**src/rtl/mem_arbiter_if.sv**
```systemverilog
// Bus bundle between the core requesters, main memory and mem_arbiter.
interface mem_arbiter_if #(
  parameter int unsigned ADDR_W = 10,
  parameter int unsigned DATA_W = 16
) ();
  logic              i_req;
  logic [ADDR_W-1:0] i_addr;
  logic              i_ack;
  logic [DATA_W-1:0] i_rdata;

  logic              d_req;
  logic              d_we;
  logic [ADDR_W-1:0] d_addr;
  logic [DATA_W-1:0] d_wdata;
  logic              d_ack;
  logic [DATA_W-1:0] d_rdata;

  logic [ADDR_W-1:0] mem_address;
  logic [DATA_W-1:0] mem_data_in;
  logic              mem_write_enable;
  logic              mem_read_enable;
  logic [DATA_W-1:0] mem_data_out;

  logic              busy;

  // Arbiter side
  modport slave (
    input  i_req, i_addr, d_req, d_we, d_addr, d_wdata, mem_data_out,
    output i_ack, i_rdata, d_ack, d_rdata,
           mem_address, mem_data_in, mem_write_enable, mem_read_enable, busy
  );

  // Requester / memory side
  modport master (
    output i_req, i_addr, d_req, d_we, d_addr, d_wdata, mem_data_out,
    input  i_ack, i_rdata, d_ack, d_rdata,
           mem_address, mem_data_in, mem_write_enable, mem_read_enable, busy
  );
endinterface

```
**src/rtl/mem_arbiter.sv**
```systemverilog
// Round-robin arbiter sharing one single-port memory between instruction fetch
// and the data path; one outstanding transaction, all outputs registered.
module mem_arbiter #(
  parameter int unsigned ADDR_W = 10,
  parameter int unsigned DATA_W = 16
) (
  input  logic          clk,
  input  logic          reset,
  mem_arbiter_if.slave  bus
);

  typedef enum logic [1:0] {IDLE, ISSUE, CAPTURE, DONE} state_t;

  state_t state;
  logic   last_grant_d;   // 1: last grant went to the data port
  logic   pick_d_c;

  // Data wins when alone, or on a tie when fetch was served last
  assign pick_d_c = bus.d_req & (~bus.i_req | ~last_grant_d);

  always_ff @(posedge clk or negedge reset) begin
    if (!reset) begin
      state                <= IDLE;
      last_grant_d         <= 1'b1;
      bus.i_ack            <= 1'b0;
      bus.d_ack            <= 1'b0;
      bus.i_rdata          <= '0;
      bus.d_rdata          <= '0;
      bus.mem_address      <= '0;
      bus.mem_data_in      <= '0;
      bus.mem_write_enable <= 1'b0;
      bus.mem_read_enable  <= 1'b0;
      bus.busy             <= 1'b0;
    end else begin
      bus.i_ack <= 1'b0;
      bus.d_ack <= 1'b0;
      case (state)
        IDLE: begin
          if (bus.i_req || bus.d_req) begin
            last_grant_d <= pick_d_c;
            bus.busy     <= 1'b1;
            state        <= ISSUE;
            if (pick_d_c) begin
              bus.mem_address      <= ADDR_W'(bus.d_addr);
              bus.mem_data_in      <= DATA_W'(bus.d_wdata);
              bus.mem_write_enable <= bus.d_we;
              bus.mem_read_enable  <= ~bus.d_we;
            end else begin
              bus.mem_address      <= ADDR_W'(bus.i_addr);
              bus.mem_write_enable <= 1'b0;
              bus.mem_read_enable  <= 1'b1;
            end
          end
        end
        ISSUE: begin
          bus.mem_write_enable <= 1'b0;
          bus.mem_read_enable  <= 1'b0;
          if (bus.mem_write_enable) begin
            // Stores skip CAPTURE and acknowledge straight away
            bus.d_ack <= last_grant_d;
            bus.i_ack <= ~last_grant_d;
            state     <= DONE;
          end else begin
            state     <= CAPTURE;
          end
        end
        CAPTURE: begin
          if (last_grant_d) begin
            bus.d_rdata <= DATA_W'(bus.mem_data_out);
            bus.d_ack   <= 1'b1;
          end else begin
            bus.i_rdata <= DATA_W'(bus.mem_data_out);
            bus.i_ack   <= 1'b1;
          end
          state <= DONE;
        end
        DONE: begin
          bus.busy <= 1'b0;
          state    <= IDLE;
        end
        default: state <= IDLE;
      endcase
    end
  end

endmodule

```
**src/flat_wrapper.sv**
```systemverilog
// flat-port wrapper written by rule: the top's interface ports become plain ports
module mem_arbiter_flat 
#(
  parameter int unsigned ADDR_W = 10,
  parameter int unsigned DATA_W = 16
)
  (clk, reset, bus_i_req, bus_i_addr, bus_d_req, bus_d_we, bus_d_addr, bus_d_wdata, bus_mem_data_out, bus_i_ack, bus_i_rdata, bus_d_ack, bus_d_rdata, bus_mem_address, bus_mem_data_in, bus_mem_write_enable, bus_mem_read_enable, bus_busy);
  mem_arbiter_if #(.ADDR_W(ADDR_W), .DATA_W(DATA_W)) bus_i ();
  input  logic clk;
  input  logic reset;
  input wire logic [$bits(bus_i.i_req)-1:0] bus_i_req;
  input wire logic [$bits(bus_i.i_addr)-1:0] bus_i_addr;
  input wire logic [$bits(bus_i.d_req)-1:0] bus_d_req;
  input wire logic [$bits(bus_i.d_we)-1:0] bus_d_we;
  input wire logic [$bits(bus_i.d_addr)-1:0] bus_d_addr;
  input wire logic [$bits(bus_i.d_wdata)-1:0] bus_d_wdata;
  input wire logic [$bits(bus_i.mem_data_out)-1:0] bus_mem_data_out;
  output wire logic [$bits(bus_i.i_ack)-1:0] bus_i_ack;
  output wire logic [$bits(bus_i.i_rdata)-1:0] bus_i_rdata;
  output wire logic [$bits(bus_i.d_ack)-1:0] bus_d_ack;
  output wire logic [$bits(bus_i.d_rdata)-1:0] bus_d_rdata;
  output wire logic [$bits(bus_i.mem_address)-1:0] bus_mem_address;
  output wire logic [$bits(bus_i.mem_data_in)-1:0] bus_mem_data_in;
  output wire logic [$bits(bus_i.mem_write_enable)-1:0] bus_mem_write_enable;
  output wire logic [$bits(bus_i.mem_read_enable)-1:0] bus_mem_read_enable;
  output wire logic [$bits(bus_i.busy)-1:0] bus_busy;
  assign bus_i.i_req = bus_i_req;
  assign bus_i.i_addr = bus_i_addr;
  assign bus_i.d_req = bus_d_req;
  assign bus_i.d_we = bus_d_we;
  assign bus_i.d_addr = bus_d_addr;
  assign bus_i.d_wdata = bus_d_wdata;
  assign bus_i.mem_data_out = bus_mem_data_out;
  assign bus_i_ack = bus_i.i_ack;
  assign bus_i_rdata = bus_i.i_rdata;
  assign bus_d_ack = bus_i.d_ack;
  assign bus_d_rdata = bus_i.d_rdata;
  assign bus_mem_address = bus_i.mem_address;
  assign bus_mem_data_in = bus_i.mem_data_in;
  assign bus_mem_write_enable = bus_i.mem_write_enable;
  assign bus_mem_read_enable = bus_i.mem_read_enable;
  assign bus_busy = bus_i.busy;
  mem_arbiter #(.ADDR_W(ADDR_W), .DATA_W(DATA_W)) u_core (.clk(clk), .reset(reset), .bus(bus_i));
endmodule
```
**config.mk**
```make
export PLATFORM = sky130hd
export DESIGN_NAME = mem_arbiter_flat
export DESIGN_NICKNAME = d
export VERILOG_FILES = /design/src/rtl/mem_arbiter_if.sv /design/src/rtl/mem_arbiter.sv /design/src/flat_wrapper.sv
export SDC_FILE = /design/constraint.sdc
export NUM_CORES = 1
export LEC_CHECK = 0
export BUFFER_PORTS_ARGS = -buffer_cell sky130_fd_sc_hd__buf_4
export CAP_MARGIN = 40
export CORE_ASPECT_RATIO = 0.75
export CORE_UTILIZATION = 42
export DETAILED_ROUTE_END_ITERATION = 12
export PLACE_DENSITY = 0.72
export SYNTH_ARGS = -nofsm -noshare
export SYNTH_HDL_FRONTEND = slang
export SYNTH_SLANG_ARGS = --single-unit
```
**constraint.sdc**
```tcl
create_clock -name clk -period 1.5 [get_ports clk]
set_input_delay 0 -clock clk [delete_from_list [all_inputs] [get_ports clk]]
set_output_delay 0 -clock clk [all_outputs]
set_load 0.02 [all_outputs]
```
==> Flow_metrics.wiki, run 1 <==
{| class="wikitable"
! Metric !! Value
|-
| Total CTS buffers || 9
|-
| Synthesized area per cell || approximately 14 µm²
|-
| Routed wire per std cell || between 15 and 20 µm
|-
| Routed length on met1 || 3000 µm
|-
| Count of endpoints failing hold in the final timing report || 0
|-
| Crit-path slowest cell || sky130_fd_sc_hd__dfstp_2
|-
| Fraction of final layout cells with drive strength greater than 1 || 0.524
|-
| H-tree Lvls || 3
|-
| Fmax || 695 MHz
|-
| Area of the die || 0.00676 mm²
|-
| Routed wl met2 || 4040 µm
|-
| Startpoint kind of the worst setup timing path || flop
|-
| Power consumption || between 9 and 10 mW
|-
| Floorplan die height || 71.4 µm
|-
| Relative area change from synthesis to final layout || 69.2%
|-
| Pre-CTS setup slack || -84.9 ps
|-
| Fin nets || about 450
|-
| Most frequent cells in the layout || sky130_fd_sc_hd__buf_4, sky130_fd_sc_hd__dfrtp_1, sky130_fd_sc_hd__dlygate4sd3_1
|-
| Leakage || 2.21 nW
|-
| Clock tree sinks || 66
|-
| Final antenna diode count || 0
|-
| Flops & latches, synth || 66
|-
| Post-DP HPWL || roughly 4700 µm
|-
| Final worst setup slack || 61.8 ps
|-
| Initial antenna violation count || 0
|-
| Utilization of the core after routing || 0.761
|-
| Drt first pass iters || 4
|-
| Vias per cell || 4.88
|-
| Worst-Skew Late Latency || roughly 330 ps
|-
| Floorplan die width || around 95 µm
|-
| Maximum number of pins on one net before global-route repair || 31
|-
| Netlist area before placement || 0.00270 mm²
|-
| Critical Path RT || around 1700 ps
|-
| Fraction of synthesized cell area taken by the top area cell type || 0.602
|-
| Critical Path End Type || flop
|-
| DRC viols || 0
|-
| Max-Cap Viols || 0
|-
| Number of instances in the synthesized netlist || between 150 and 200
|-
| Register area share after synthesis || 0.612
|-
| WL met3 || 381 µm
|-
| Synth Net Count || 259
|-
| Family with the most delay on the worst path || flip-flops
|-
| Maximum ir drop on the vdd rail || around 0.0013 V
|-
| Final RePlAce weighted congestion || ~0.76
|-
| Final setup violation count || 0
|-
| Port-buffer cells || 119
|-
| Core area || between 0.006 and 0.007 mm²
|-
| RSZ-0062 raised after global routing || no
|-
| Data arrival at the endpoint of the critical path || 1660 ps
|-
| Highest routed layer || met4
|-
| Worst hold-check path type || in2reg
|-
| All-Layer GR Usage || 0.239
|-
| Top post-synthesis cells by area || sky130_fd_sc_hd__dfrtp_1, sky130_fd_sc_hd__mux2_2, sky130_fd_sc_hd__mux2_4, sky130_fd_sc_hd__a21oi_1, sky130_fd_sc_hd__ha_1
|-
| Cell type with the largest total area after synthesis || sky130_fd_sc_hd__dfrtp_1
|-
| Vias after detailed routing || 2291
|-
| Vias in the first global route || 2463
|-
| Unique cell type count in the Yosys netlist || 25
|-
| Outcome || completed
|-
| Initial core utilization || 0.450
|-
| Maximum net fanout on the critical path || 17
|-
| Buffer cell driving the clock tree root || sky130_fd_sc_hd__clkbuf_8
|-
| Commonest non-fill, non-tap cell in the layout || sky130_fd_sc_hd__buf_4
|-
| Post-DRT Antenna Nets || 0
|-
| Wire length of the first global-routing pass || 11900 µm
|-
| Buffers plus inverters on the worst setup path || 0
|-
| CTS clk-pin slew, worst paths || 70 ps
|-
| Relative slew margins || 0.796
|-
| Drt first-iter violations || 50
|-
| Power per Cell Area || 2170 mW/mm²
|-
| Actual slew at the worst max-slew pin || 306 ps
|-
| GRT Residual Overflow || 0
|-
| Peak per-stage delay on the critical path || 600 ps
|-
| Fill cells || 398
|-
| Type of the worst setup path || reg2reg
|-
| Buffers from clock root to sink, at most || 2
|-
| Final critical path time including I/O delays and setup || 1440 ps
|-
| Clock tree from TritonCTS || built
|-
| Share of the clock period used by the worst path || 0.959
|-
| Post-Route Skew || about 4.0 ps
|-
| # IOs || 120
|-
| Cells traversed along the worst timing path || a21boi_4, nand2_4, mux2_2
|-
| Core Rows || 24
|-
| DRT Wirelength || roughly 7600 µm
|-
| Final Slew Violations || 0
|-
| Yosys warning count || 0
|}
==> layer usage <==
layer  GRT usage  up-vias
met3      0.0648       21
met4       0.104        0
met1       0.268     1120
met2       0.427       84
li1            -     1066
met5           0        -
==> repair_timing <==
item | CTS | global route
hold endpoints to repair | 127 | 0
setup buffers | 0 | 0
hold buffers | 55 | 0
pin swaps | 1 | 0
endpoints found under the setup margin | 6 | 4
resized for setup | 4 | 2
==> area by class of cell <==
class,instances,area (µm²),share of cell area
clock buffer,9,124,0.0271
clock inverter,7,93.8,0.0205
inverter,3,11.3,0.00246
multi-input combinational,121,1010,0.222
sequential,66,1650,0.362
tap,78,97.6,0.0214
timing repair buffer,185,1580,0.345
==> through the flow <==
step	instances	hold slack [ps]	instance area, µm²	setup TNS (ps)
global route	469	55.4	4570	0
floorplan	197	-296	2710	0
global placement	398	-81.7	3780	0
finish	469	49.3	4570	0
detailed placement	398	-86.5	3780	-144
CTS	469	19.6	4560	0
==> cells in the mapped netlist <==
| library cell | number |
|---|---|
| sky130_fd_sc_hd__a211o_1 | 1 |
| sky130_fd_sc_hd__a21bo_2 | 1 |
| sky130_fd_sc_hd__a21boi_4 | 1 |
| sky130_fd_sc_hd__a21oi_1 | 20 |
| sky130_fd_sc_hd__and2_1 | 1 |
| sky130_fd_sc_hd__buf_2 | 4 |
| sky130_fd_sc_hd__buf_4 | 1 |
| sky130_fd_sc_hd__buf_6 | 1 |
| sky130_fd_sc_hd__clkbuf_1 | 1 |
| sky130_fd_sc_hd__dfrtp_1 | 65 |
| sky130_fd_sc_hd__dfstp_2 | 1 |
| sky130_fd_sc_hd__ha_1 | 5 |
| sky130_fd_sc_hd__inv_1 | 3 |
| sky130_fd_sc_hd__mux2_2 | 39 |
| sky130_fd_sc_hd__mux2_4 | 9 |
| sky130_fd_sc_hd__nand2_1 | 14 |
| sky130_fd_sc_hd__nand2_2 | 2 |
| sky130_fd_sc_hd__nand2_4 | 1 |
| sky130_fd_sc_hd__nor2_1 | 13 |
| sky130_fd_sc_hd__nor3b_1 | 1 |
| sky130_fd_sc_hd__o21a_1 | 1 |
| sky130_fd_sc_hd__o21ai_0 | 8 |
| sky130_fd_sc_hd__o2bb2ai_1 | 1 |
| sky130_fd_sc_hd__o31ai_1 | 2 |
| sky130_fd_sc_hd__or3b_2 | 1 |
==> where the power goes <==
group / switching (mW) / internal [mW] / total [mW]
logic: 2.51 / 2.56 / 5.07
registers: 0.534 / 2.71 / 3.24
clock network: 0.693 / 0.932 / 1.62
total: 3.73 / 6.20 / 9.94
==> path summary, 6_finish.rpt <==
kind | from | slack, ps | cells past startpoint | endpoint
min reg2reg | u_core.bus.busy | 500 | 1 | u_core.bus.busy
min in group asynchronous | reset | 100 | 2 | u_core.bus.mem_address[2]
min | bus_i_req | 50 | 3 | u_core.state[1]
max in group asynchronous | reset | 870 | 3 | u_core.bus.mem_data_in[6]
max | u_core.last_grant_d | 60 | 3 | u_core.bus.mem_data_in[0]
max reg2reg | u_core.last_grant_d | 60 | 3 | u_core.bus.mem_data_in[0]
==> sequential cells by signal, summed over array words and instances, names as in the netlist <==
signal                       flops
u_core.bus.mem_write_enable      1
u_core.state                     2
u_core.bus.d_ack                 1
u_core.bus.mem_address          10
u_core.bus.mem_data_in          16
u_core.bus.mem_read_enable       1
u_core.last_grant_d              1
u_core.bus.busy                  1
u_core.bus.d_rdata              16
u_core.bus.i_ack                 1
u_core.bus.i_rdata              16
==> worst reg2reg max path, cell delays in order (launching register included) <==
cell and delay [ps]:
sky130_fd_sc_hd__dfstp_2 600, sky130_fd_sc_hd__a21boi_4 80, sky130_fd_sc_hd__nand2_4 250, sky130_fd_sc_hd__mux2_2 390
==> kinds of logic (layout without fill, tap and decap cells) <==
group,count (synthesis),after routing,share of synthesized area
adders and majority gates,5,5,0.0232
AOI/OAI and AO/OA,35,35,0.0774
and+or+nand+nor,33,33,0.0547
buffers and inverters,10,204,0.0199
DFF,66,66,0.612
muxes,48,48,0.213
(Power assumes the default switching activity.)
==> run 2, diff against run 1 <==
--- a/config.mk
+++ b/config.mk
@@ -8,6 +8,7 @@
 export BUFFER_PORTS_ARGS = -buffer_cell sky130_fd_sc_hd__buf_4
 export CAP_MARGIN = 40
 export CORE_ASPECT_RATIO = 0.75
+export CORE_MARGIN = 2
 export CORE_UTILIZATION = 42
 export DETAILED_ROUTE_END_ITERATION = 12
 export PLACE_DENSITY = 0.72
==> constraint.sdc (replaced) <==
create_clock -name clk -period 1.5 [get_ports clk]
set_input_delay 0 -clock clk [delete_from_list [all_inputs] [get_ports clk]]
set_output_delay 0 -clock clk [all_outputs]
set_load 0.005 [all_outputs]
==> run 2 against run 1 <==
Compared with the run above:
- routed wire length decreased by 2.0%
- die area increased by 5.0%
- total power decreased by 11%
- register-to-register slack got worse by 20 ps
- cell area about the same
- worst setup slack got worse by 21 ps
- clock skew increased by 1.3 ps
- first-iteration DRC count increased by 88%
- fmax decreased by 1.4%
- sequential cell count unchanged
- critical path depth unchanged
- clock power about the same
- critical path type unchanged
- largest power group unchanged
==> Flow_metrics.wiki, run 2 (synthesis gave the netlist of run 1 again) <==
{| class="wikitable"
! Metric !! Value
|-
| Outcome || completed
|-
| Initial core utilization || 0.432
|-
| Fraction of met2 tracks used by global routing || 0.363
|-
| Number of buffers added for setup after CTS || 0
|-
| Worst-case register-to-register setup slack || 40 ps
|-
| Worst-Skew Late Latency || 340 ps
|-
| Port-buffer cells || roughly 120
|-
| DRC viols || 0
|-
| Final Slew Violations || 0
|-
| Worst hold-check path type || in2reg
|-
| Critical Path End Type || flop
|-
| Worst reg2reg path endpoint || u_core.bus.mem_data_in[0]
|-
| Vias per cell || a little under 5
|-
| Post-DP HPWL || 4460 µm
|-
| Share of power burned in combinational logic || 0.455
|-
| Reg-to-reg startpoint || u_core.last_grant_d
|-
| Core area || 0.00626 mm²
|-
| Relative slew margins || 0.781
|-
| Count of endpoints failing hold in the final timing report || 0
|-
| Final sum of negative setup slack || 0 ps
|-
| Power per Cell Area || roughly 2000 mW/mm²
|-
| Post-DRT Antenna Nets || 0
|-
| Startpoint kind of the worst setup timing path || flop
|-
| Switching component of the power || 2.72 mW
|-
| Fin nets || 447
|-
| Largest registers || u_core.bus.d_rdata x16, u_core.bus.i_rdata x16, u_core.bus.mem_data_in x16
|-
| Total CTS buffers || 9
|-
| Sw Share || 0.306
|-
| Fill cells || 434
|-
| Initial antenna violation count || 0
|-
| Clock network fraction of design power || 0.183
|-
| Cell count of the worst hold path || 3
|-
| Internal power contribution || 6.17 mW
|-
| Critical Path RT || 1720 ps
|-
| Leakage || approximately 2.2 nW
|-
| Final RePlAce weighted congestion || 0.765
|-
| All-Layer GR Usage || 0.218
|-
| Fraction of final layout cells with drive strength greater than 1 || 0.531
|-
| Core Rows || 25
|-
| Final critical path time including I/O delays and setup || around 1500 ps
|-
| Global-route track usage on met1 || 0.262
|-
| R2R depth || 3
|-
| Worst hold start || bus_d_req
|-
| Floorplan die width || between 90 and 100 µm
|-
| Data arrival at the endpoint of the critical path || 1680 ps
|-
| GRT Residual Overflow || 0
|-
| Vias in the first global route || 2350
|-
| Fmax || about 690 MHz
|-
| Maximum number of pins on one net before global-route repair || 50
|-
| Power consumption || 8.89 mW
|-
| Register cell area after layout || 0.00165 mm²
|-
| Actual slew at the worst max-slew pin || 328 ps
|-
| Final antenna diode count || 0
|-
| Vias after detailed routing || 2261
|-
| H-tree Lvls || 3
|-
| Drt first-iter violations || 94
|-
| Top Usage Layer GRT || met2
|-
| Clock tree from TritonCTS || built
|-
| Area of the die || 0.00709 mm²
|-
| Share of total power in sequential cells || 0.362
|-
| Drt first pass iters || 5
|-
| Buffer cell driving the clock tree root || sky130_fd_sc_hd__clkbuf_8
|-
| Wire length of the first global-routing pass || 11400 µm
|-
| Most frequent cells in the layout || sky130_fd_sc_hd__buf_4, sky130_fd_sc_hd__dfrtp_1, sky130_fd_sc_hd__dlygate4sd3_1
|-
| Routed wire per std cell || 15.8 µm
|-
| Type of the worst setup path || reg2reg
|-
| Relative area change from synthesis to final layout || 69.4%
|-
| RSZ-0062 raised after global routing || no
|-
| Post-Route Skew || 5.25 ps
|-
| Maximum ir drop on the vdd rail || 0.00101 V
|-
| Utilization of the core after routing || 0.731
|-
| Buffers from clock root to sink, at most || 2
|-
| Floorplan die height || 73.4 µm
|-
| Area occupied by multi-input gates || 0.00102 mm²
|-
| # IOs || 120
|-
| Final worst setup slack || 41.2 ps
|-
| Clock tree sinks || 66
|-
| Pre-CTS setup slack || -35.9 ps
|-
| CTS clk-pin slew, worst paths || 70 ps
|-
| Max-Cap Viols || 0
|-
| Commonest non-fill, non-tap cell in the layout || sky130_fd_sc_hd__buf_4
|-
| Maximum net fanout on the critical path || 17
|-
| Fraction of met3 tracks used by global routing || 0.0728
|-
| Share of the clock period used by the worst path || 0.973
|-
| Final setup violation count || 0
|-
| Hold Path Sink || u_core.state[1]
|-
| DRT Wirelength || 7470 µm
|}
-- run 2: how the worst max path moves through the flow --
stage / start / end / slack (ps)
floorplan: u_core.state[0] / u_core.state[0] / 10
global placement: u_core.state[0] / u_core.state[0] / 10
detailed placement: u_core.state[0] / u_core.state[0] / -40
CTS: u_core.state[0] / u_core.state[0] / 20
global route: u_core.state[0] / u_core.bus.i_rdata[14] / 10
finish: u_core.last_grant_d / u_core.bus.mem_data_in[0] / 40
-- run 2: power groups by stage --
| stage | clock, mW | combinational [mW] | sequential [mW] |
|---|---|---|---|
| global route | 1.75 | 4.40 | 3.30 |
| finish | 1.63 | 4.04 | 3.21 |
| floorplan | 0 | 1.70 | 3.26 |
| global placement | 0 | 3.75 | 3.17 |
| detailed placement | 0 | 3.83 | 3.21 |
| CTS | 1.68 | 3.99 | 3.20 |
-- run 2: final cells by class --
type                    instances  share of cell area
clock buffers                  10              0.0279
clock inverters                 6              0.0197
inverters                       3             0.00246
multi-input cells             121               0.224
flip-flops and latches         66               0.361
well taps                      81              0.0222
repair buffers                184               0.343
-- run 2: stage by stage --
step                      instance area, µm²  std cells  hold slack (ps)
after floorplan                         2710        197             -296
after global placement                  3780        400             -111
after detailed placement                3780        400             -113
after CTS                               4550        470             20.2
after global routing                    4570        471             54.6
final                                   4570        471             35.8
-- run 2: routing by layer --
metal,vias up,part of all wire
li1,1068,-
met1,1098,0.40
met2,87,0.52
met3,8,0.062
met4,0,0.014
met5,-,0
-- run 2: what timing repair did --
action,4_1_cts,5_1_grt
resized for setup,3,11
gates cloned,0,1
hold buffers,54,0
hold endpoints to repair,125,0
setup endpoints to repair,14,13
pin swaps,0,1
-- run 2: critical path, stage by stage, from the launching register on --
cell                       delay, ps
sky130_fd_sc_hd__dfstp_2         600
sky130_fd_sc_hd__a21boi_4         80
sky130_fd_sc_hd__nand2_4         270
sky130_fd_sc_hd__mux2_2          380
